$ cat config.mk
export PLATFORM = sky130hd
export DESIGN_NAME = eth_reset_monitor
export DESIGN_NICKNAME = d
export VERILOG_FILES = /design/src/rtl/eth_reset_monitor.sv
export SDC_FILE = /design/constraint.sdc
export NUM_CORES = 1
export LEC_CHECK = 0
export ABC_AREA = 1
export CORE_UTILIZATION = 40
export CTS_BUF_LIST = sky130_fd_sc_hd__clkbuf_8
export CTS_CLUSTER_DIAMETER = 50
export CTS_CLUSTER_SIZE = 10
export DETAILED_ROUTE_END_ITERATION = 8
export GPL_TIMING_DRIVEN = 0
export SKIP_LAST_GASP = 1
export SLEW_MARGIN = 25
export SYNTH_ARGS = -nofsm -noshare
export SYNTH_HDL_FRONTEND = slang
export SYNTH_SLANG_ARGS = --single-unit
$ cat constraint.sdc
create_clock -name clk -period 2.9 [get_ports clk]
set_input_delay 0.725 -clock clk [delete_from_list [all_inputs] [get_ports clk]]
set_output_delay 0.725 -clock clk [all_outputs]
set_load 0.02 [all_outputs]
$ cat src/rtl/eth_reset_monitor.sv
`default_nettype none
// ============================================================================
// Module   : eth_reset_monitor
// Brief    : Observer for the Ethernet PHY reset sequence. For each reset it
//            measures trigger-to-assertion delay, pulse width and
//            release-to-link time, classifies the outcome and presents one
//            status record per reset on a valid/ready output.
// Options  : ETH_RESET_MON_STICKY_ERR_EN adds the ErrorSticky output.
// Revision : 1.0 - initial release
// ============================================================================
module eth_reset_monitor #(
  parameter int TIMER_MAX_WIDTH    = 14,
  parameter int RESET_MAX_WIDTH    = 14,
  parameter int LINK_TIMEOUT_WIDTH = 20,
  parameter int RESETLOGIC         = 0
) (
  input  logic                          clk,
  input  logic                          areset,
  input  logic                          ResetTrigger,
  input  logic                          ObservedReset,
  input  logic                          LinkUp,
  input  logic [RESET_MAX_WIDTH-1:0]    MinWidth,
  input  logic [LINK_TIMEOUT_WIDTH-1:0] LinkTimeout,
  output logic [TIMER_MAX_WIDTH-1:0]    MeasuredDelay,
  output logic [RESET_MAX_WIDTH-1:0]    MeasuredWidth,
  output logic [LINK_TIMEOUT_WIDTH-1:0] MeasuredLinkTime,
  output logic [2:0]                    Status,
  output logic                          StatusValid,
  input  logic                          StatusReady,
  output logic                          Busy
`ifdef ETH_RESET_MON_STICKY_ERR_EN
  ,
  output logic                          ErrorSticky
`endif
);

  typedef enum logic [2:0] {
    S_IDLE     = 3'd0,
    S_ARMED    = 3'd1,
    S_PULSE    = 3'd2,
    S_LINKWAIT = 3'd3,
    S_REPORT   = 3'd4
  } state_t;

  localparam logic [2:0] c_ST_OK           = 3'd0;
  localparam logic [2:0] c_ST_NO_ASSERT    = 3'd1;
  localparam logic [2:0] c_ST_SHORT        = 3'd2;
  localparam logic [2:0] c_ST_STUCK        = 3'd3;
  localparam logic [2:0] c_ST_LINK_TIMEOUT = 3'd4;
  localparam logic [2:0] c_ST_UNSOLICITED  = 3'd5;

  localparam logic [TIMER_MAX_WIDTH-1:0]    c_T_ONE  = 1;
  localparam logic [TIMER_MAX_WIDTH-1:0]    c_T_MAX  = '1;
  localparam logic [RESET_MAX_WIDTH-1:0]    c_R_ONE  = 1;
  localparam logic [RESET_MAX_WIDTH-1:0]    c_R_MAX  = '1;
  localparam logic [LINK_TIMEOUT_WIDTH-1:0] c_L_ONE  = 1;
  localparam logic [LINK_TIMEOUT_WIDTH-1:0] c_L_ZERO = '0;
  localparam logic                          c_TRIG_LVL = (RESETLOGIC != 0);

  state_t                          r_state, w_state_nxt;
  logic [TIMER_MAX_WIDTH-1:0]      r_delay, w_delay_nxt;
  logic [RESET_MAX_WIDTH-1:0]      r_width, w_width_nxt;
  logic [LINK_TIMEOUT_WIDTH-1:0]   r_link,  w_link_nxt;
  logic [2:0]                      r_code,  w_code_nxt;
  logic                            r_unsol, w_unsol_nxt;

  logic [TIMER_MAX_WIDTH-1:0]      r_out_delay;
  logic [RESET_MAX_WIDTH-1:0]      r_out_width;
  logic [LINK_TIMEOUT_WIDTH-1:0]   r_out_link;
  logic [2:0]                      r_out_status;

  logic                            w_trig_act;
  logic [2:0]                      w_good_code;
  logic                            w_load;
  logic                            w_accept;

  assign w_trig_act  = (ResetTrigger == c_TRIG_LVL);
  // A clean sequence is still flagged when nobody asked for the reset.
  assign w_good_code = r_unsol ? c_ST_UNSOLICITED : c_ST_OK;
  // Output record is captured once, on the transition into REPORT, so the
  // Measured* outputs only ever change when a new record is presented.
  assign w_load      = (w_state_nxt == S_REPORT) && (r_state != S_REPORT);
  assign w_accept    = (r_state == S_REPORT) && StatusReady;

  assign MeasuredDelay    = r_out_delay;
  assign MeasuredWidth    = r_out_width;
  assign MeasuredLinkTime = r_out_link;
  assign Status           = r_out_status;
  assign StatusValid      = (r_state == S_REPORT);
  assign Busy             = (r_state != S_IDLE);

  // Next-state and counter logic; counters stop one short of wrapping.
  always_comb begin
    w_state_nxt = r_state;
    w_delay_nxt = r_delay;
    w_width_nxt = r_width;
    w_link_nxt  = r_link;
    w_code_nxt  = r_code;
    w_unsol_nxt = r_unsol;
    case (r_state)
      S_IDLE: begin
        if (ObservedReset) begin
          // Reset already asserted: solicited with zero delay, or unsolicited.
          w_delay_nxt = '0;
          w_width_nxt = c_R_ONE;
          w_link_nxt  = '0;
          w_code_nxt  = c_ST_OK;
          w_unsol_nxt = !w_trig_act;
          w_state_nxt = S_PULSE;
        end else if (w_trig_act) begin
          w_delay_nxt = '0;
          w_width_nxt = '0;
          w_link_nxt  = '0;
          w_code_nxt  = c_ST_OK;
          w_unsol_nxt = 1'b0;
          w_state_nxt = S_ARMED;
        end
      end
      S_ARMED: begin
        if (ObservedReset) begin
          w_delay_nxt = r_delay + c_T_ONE;
          w_width_nxt = c_R_ONE;
          w_state_nxt = S_PULSE;
        end else if (r_delay + c_T_ONE == c_T_MAX) begin
          w_delay_nxt = c_T_MAX;
          w_width_nxt = '0;
          w_link_nxt  = '0;
          w_code_nxt  = c_ST_NO_ASSERT;
          w_state_nxt = S_REPORT;
        end else begin
          w_delay_nxt = r_delay + c_T_ONE;
        end
      end
      S_PULSE: begin
        if (ObservedReset) begin
          if (r_width + c_R_ONE == c_R_MAX) begin
            w_width_nxt = c_R_MAX;
            w_link_nxt  = '0;
            w_code_nxt  = c_ST_STUCK;
            w_state_nxt = S_REPORT;
          end else begin
            w_width_nxt = r_width + c_R_ONE;
          end
        end else if (r_width < MinWidth) begin
          w_link_nxt  = '0;
          w_code_nxt  = c_ST_SHORT;
          w_state_nxt = S_REPORT;
        end else if (LinkTimeout == c_L_ZERO) begin
          w_link_nxt  = '0;
          w_code_nxt  = w_good_code;
          w_state_nxt = S_REPORT;
        end else begin
          w_link_nxt  = '0;
          w_state_nxt = S_LINKWAIT;
        end
      end
      S_LINKWAIT: begin
        if (LinkUp) begin
          w_link_nxt  = r_link + c_L_ONE;
          w_code_nxt  = w_good_code;
          w_state_nxt = S_REPORT;
        end else if (r_link + c_L_ONE == LinkTimeout) begin
          w_link_nxt  = LinkTimeout;
          w_code_nxt  = c_ST_LINK_TIMEOUT;
          w_state_nxt = S_REPORT;
        end else begin
          w_link_nxt  = r_link + c_L_ONE;
        end
      end
      S_REPORT: begin
        if (StatusReady) begin
          w_state_nxt = S_IDLE;
        end
      end
      default: begin
        w_state_nxt = S_IDLE;
      end
    endcase
  end

  // State, counters and the captured output record.
  always_ff @(posedge clk) begin
    if (areset) begin
      r_state      <= S_IDLE;
      r_delay      <= '0;
      r_width      <= '0;
      r_link       <= '0;
      r_code       <= c_ST_OK;
      r_unsol      <= 1'b0;
      r_out_delay  <= '0;
      r_out_width  <= '0;
      r_out_link   <= '0;
      r_out_status <= c_ST_OK;
    end else begin
      r_state <= w_state_nxt;
      r_delay <= w_delay_nxt;
      r_width <= w_width_nxt;
      r_link  <= w_link_nxt;
      r_code  <= w_code_nxt;
      r_unsol <= w_unsol_nxt;
      if (w_load) begin
        r_out_delay  <= w_delay_nxt;
        r_out_width  <= w_width_nxt;
        r_out_link   <= w_link_nxt;
        r_out_status <= w_code_nxt;
      end
    end
  end

`ifdef ETH_RESET_MON_STICKY_ERR_EN
  logic r_sticky;
  assign ErrorSticky = r_sticky;

  // Latch any non-OK record once the consumer has taken it.
  always_ff @(posedge clk) begin
    if (areset) begin
      r_sticky <= 1'b0;
    end else if (w_accept && (r_out_status != c_ST_OK)) begin
      r_sticky <= 1'b1;
    end
  end
`else
  logic w_accept_unused;
  assign w_accept_unused = w_accept;
`endif

endmodule
`default_nettype wire

======== Word level (Yosys, flattened, before mapping) ========
Cells that the tools add are included.
storage, ports and cells
  register bits after elaboration ......... 106
  latch bits .............................. 0
  RAM bits ................................ 0
  memory bits (read-only) ................. 0
  output and inout port bits .............. 53
  word-level logic and storage cells ...... 76
  memories ................................ 0
operators by class
  add/sub/neg operators ................... 3
  $mul .................................... 0
  divide/modulo/power cells ............... 0
  $lt $le $gt $ge ......................... 1
  equal/unequal tests ..................... 10
  shift-type cells ........................ 0
  mux-type cells .......................... 47
  bitwise gates (word level) .............. 0
  reductions and logical operators ........ 5
operators with widths
  operator                                                          count
  20-bit two-way mux                                                8
  14-bit two-way mux                                                10
  20-bit one-hot mux with 4 select lines                            1
  3-bit two-way mux                                                 22
  14-bit one-hot mux with 3 select lines                            1
  14-bit by 1-bit adder with 14-bit output (second input constant)  2
  14-bit == test (second input constant)                            2
  14-bit one-hot mux with 2 select lines                            1
  20-bit by 1-bit adder with 20-bit output (second input constant)  1
  20-bit == test                                                    1
  20-bit zero test                                                  1
  3-bit one-hot mux with 5 select lines                             1
  14-bit less-than comparator                                       1
  3-bit one-hot mux with 4 select lines                             1
  3-bit by 2-bit == test with 1-bit output (second input constant)  2
  3-bit == test (second input constant)                             2
  3-bit by 1-bit == test with 1-bit output (second input constant)  1
  3-bit zero test                                                   1
  3-bit != test (second input constant)                             1
  3-bit nonzero test                                                1
  1-bit two-way mux                                                 2
  2-bit by 1-bit != test with 1-bit output (second input constant)  1
  2-bit AND reduction                                               1
  1-bit logical AND                                                 1

======== Logic depth before layout (Yosys ltp) ========
  depth in word-level cells ............... 7
  gate-level depth with buffers ........... 21
  gate-level depth less buffers ........... 19

======== Least setup slack after synthesis ========
No wires, ideal clock.
  path kind ............................... input to register
  from .................................... input port MinWidth[9]
  to ...................................... register r_out_status[2], in the netlist Status[2]
  setup time .............................. 0.113 ns
  arrival ................................. 2.407 ns
  required time ........................... 2.787 ns
  path slack .............................. 0.380 ns
  cell stages on the path ................. 20
  cells stage by stage .................... inv_1 -> ha_1 -> nand2_1 -> inv_1 -> nand2_1 -> a31oi_1 -> nor2_1 -> nand2_1 -> nand2_1 -> nand3_1 -> nand2_1 -> inv_1 -> nand2_1 -> nor2_2 -> nand2_1 -> nand2_1 -> buf_2 -> nand2_1 -> nand2_1 -> nor2_1
on the way
  cells in the longest elaborated chain, start to end .. 6
  elaborated cells between the ends (all ways) .. 9
  those cells by class .................... order compare: 1; eq/ne: 1; mux: 6; reduce/logical: 1
RTL lines
  item                                   line  RTL
  start, declared                        22    input logic [RESET_MAX_WIDTH-1:0] MinWidth,
  14-bit less-than comparator (*)        144   end else if (r_width < MinWidth) begin
  3-bit two-way mux                      144
  3-bit two-way mux                      135   if (ObservedReset) begin
  3-bit one-hot mux with 5 select lines  100   case (r_state)
  3-bit == test                          82    assign w_load = (w_state_nxt == S_REPORT) && (r_state != S_REPORT);
  1-bit logical AND                      82
  end signal, assigned                   193   r_out_status <= c_ST_OK;
  end signal, assigned                   205   r_out_status <= w_code_nxt;
  end, declared                          70    logic [2:0] r_out_status;
Mark *: on every way between the ends. The rest lies on a longest branch, timed or not.
A chain may end at the register's enable or synchronous reset.

======== Worst setup path after layout ========
  from .................................... input port LinkTimeout[11]
  to ...................................... register r_out_link[10], in the netlist MeasuredLinkTime[10]
on the way
  cells in the longest elaborated chain, start to end .. 7
  elaborated cells between the ends (all ways) .. 13
  those cells by class .................... eq/ne: 2; mux: 9; reduce/logical: 2
RTL lines
  item                                   line  RTL
  start, declared                        23    input logic [LINK_TIMEOUT_WIDTH-1:0] LinkTimeout,
  20-bit zero test                       148   end else if (LinkTimeout == c_L_ZERO) begin
  3-bit two-way mux                      148
  3-bit two-way mux                      144
  3-bit two-way mux                      135
  3-bit one-hot mux with 5 select lines  100
  3-bit == test                          82
  1-bit logical AND                      82
  end signal, assigned                   204   r_out_link <= w_link_nxt;
  end, declared                          69    logic [LINK_TIMEOUT_WIDTH-1:0] r_out_link;
Several ways; a longest one is shown, not always the timed one.

==> reports/metrics.cfg <==
[status]
status=finished, final reports clean

[floorplanning]
start_util=0.417
num_io_pins=93
rows=45
die_width_um=129
core_area_sq_mm=0.0154
die_area_sq_mm=0.0166
die_height_um=129

[placed_design]
place_ws_ns=-0.556
hpwl_um=13900
placement.io_buffers=90
routabilityCongestion=0.959
placedCellCount=1353

[global_routing]
met2_usage=0.384
use_met3=0.0495
globalRoute.totalOverflow=0
grt_pass1_wl_um=29600
antenna_found_initial=0
grt-busiest-layer=met2
gr-usage-met1=0.278
grt_pass1_vias=6184
grt_usage=0.225
grt_max_degree=18

[yosys]
synth_compound_area_frac=0.105
synth_area_leaders=dfxtp_1, nand2_1, nor2_1
synth_fa_ha_area_frac=0.0350
synth-seq-cells=106
seq_area_frac_synth=0.330
synth_top_flop_cell=dfxtp_1
synthSimpleGateAreaFrac=0.409
synthXorXnorAreaFrac=0.0245
yosys.area.top_type=dfxtp_1
synth_edf_count=0
yosysMostFrequentCell=nand2_1
syn_area_sq_mm=0.00643
synthMuxAreaShare=0
ys_warn_count=0
syn_inst=1052
synth_top_family_by_area=simple AND/OR/NAND/NOR gates
synth_cell_types=38
syn_area_per_cell_sq_um=6.11
syn-num-nets=1110
synth_commonest_cells=nand2_1, nor2_1, inv_1, dfxtp_1, nand3_1
synth_top_cell_area_share=0.330
synthArstFlopShare=0

[detailed_routing]
routed_wl_um=18600
dr_total_vias=6705
drt-pass1-iter-count=5
drt_iter0_markers=395
ant_nets=0
via_per_inst=4.87
drc=0
wire_per_inst_um=13.5

[setup_path]
worstPathMaxFanout=5
cp-end-kind=register
arrival_ns=3.09
critPathKind=in -> reg
start_kind=primary input
required_ns=3.20
reg2reg_slack_ns=0.19

[clocking]
cts_inserted_buffers=9
clk_pin_slew_ns=0.10
cts-htree-levels=3
clock_path_buffers=2
clock_latency_ns=0.39
cts_tree=yes
cts_sinks=106
holdBufCountCts=0
cts_root_buf=clkbuf_8

[sta]
hold_ws_ns=0.471
finalMaxSlewViolations=0
relSlewSlack=0.515
period_minus_slack_ns=2.80
fmax_mhz=358
finalSetupViolCount=0
finalCritPeriodShare=0.964
hold_viol=0
rsz0062_at_grt=yes
postLayoutSetupSlackWorst_ns=0.103
skew_ns=0.0150
tightest_slew_ns=0.725

[pwr]
p_leak_nw=3.42
peakVddDrop_uv=360
power_mw=3.80
powerDensity_mw_per_mm2=448

[final_layout]
area_delta_synth_final_pct=31.9
final_layout_size_suffix_gt1_frac=0.135
layout.nets=1220
fillCellCount=1587
fin_util=0.550
antenna_cells=0
stdcell_count=1378

[run]
maxCapViolCount=0

[min_path]
hp-class=reg -> reg

-- critical path, cell delays in order --
cell and delay, ns:
clkdlybuf4s50_1 0.48, nor2_1 0.13, nand4_1 0.16, nor3_2 0.29, nand2_1 0.18, nand2_2 0.11, nand3_2 0.06, nand2_1 0.08
inv_1 0.04, nand2_2 0.06, nor2_4 0.05, a21oi_4 0.17, buf_6 0.12, bufbuf_16 0.25, nand2_1 0.06, nand2_1 0.06
nor2_1 0.05
-- routing by layer --
metal  share of wire  vias to the layer above  wire length (um)
met5               0                        -                 0
met4           0.024                        0               450
met3           0.042                       22               781
met2            0.48                      126              8870
met1            0.46                     3040              8490
li1                -                     3517                 -
-- path summary, 6_finish.rpt --
check                                    from                                 to  cells past startpoint
max                           LinkTimeout[11]  MeasuredLinkTime[10]$_SDFFE_PP0P_                     17
min          MeasuredLinkTime[9]$_SDFFE_PP0P_   MeasuredLinkTime[9]$_SDFFE_PP0P_                      2
max reg2reg              r_link[0]$_SDFF_PP0_  MeasuredLinkTime[10]$_SDFFE_PP0P_                     21
min reg2reg  MeasuredLinkTime[9]$_SDFFE_PP0P_   MeasuredLinkTime[9]$_SDFFE_PP0P_                      2
-- metrics by stage --
step / TNS (ns) / cell area (sq um)
floorplan: 0 / 6430
global placement: -22.31 / 7600
detailed placement: -23.93 / 7600
CTS: 0 / 7940
global route: -0.598 / 8480
finish: 0 / 8480
-- layout make-up --
class | instances | area [sq um] | area share
inverter | 119 | 449 | 0.0529
clock inverter | 7 | 116 | 0.0137
buffer | 31 | 211 | 0.0249
clock buffer | 9 | 124 | 0.0146
tap | 211 | 264 | 0.0311
sequential | 106 | 2150 | 0.253
multi-input combinational | 794 | 4110 | 0.484
timing repair buffer | 101 | 1070 | 0.126
-- cell usage in the layout (no fill, tap or decap), types with 4 or more instances in the layout --
master           synthesis  layout
nand3b_1                 6       6
nand2_1                282     272
o21bai_1                 5       5
nor3_2                   1       4
a21boi_1                 0       4
nor2_4                   3       9
o21ai_0                 30      27
xnor2_1                  4       4
xor2_2                   0       5
ha_4                     0       9
a21oi_1                 54      38
nor2_1                 246     231
nand3_1                 59      52
ha_1                    18       9
clkdlybuf4s50_1          0      84
dfxtp_2                  0      15
clkbuf_8                 0       9
nor2_2                   7      16
inv_2                    5      12
inv_1                  112     105
nand2_4                  0       4
buf_6                    5       5
xor2_1                  14       9
buf_4                    0      10
nand2_2                  5      11
nand4_1                 18      18
clkbuf_1                21      17
a21oi_2                  0      15
dlymetal6s2s_1           0       6
o211ai_1                 6       6
o22ai_1                  5       5
nand3_2                  2       7
dfxtp_1                106      89
-- registers in the layout, summed over array words and instances, names as in the netlist --
name,cells
r_state,3
r_delay,14
r_unsol,1
r_code,3
r_link,20
Status,3
MeasuredLinkTime,20
MeasuredWidth,14
MeasuredDelay,14
r_width,14
-- kinds of logic after synthesis --
kind of cell,count (synthesis)
simple gates,640
buf+inv,152
compound gates,118
flops,106
xor+xnor,18
fa+ha+maj,18
-- what timing repair did --
item	4_1_cts	5_1_grt
hold endpoints to repair	0	0
cloned	1	2
gates resized for setup	20	129
buffers inserted	3	5
endpoints found under the setup margin	71	82
pin swaps	3	28
-- report_power, final --
group,switching [mW],internal (mW)
registers,0.0766,1.56
logic,0.589,0.458
clock network,0.540,0.574
total,1.21,2.59
(Power assumes the default switching activity.)
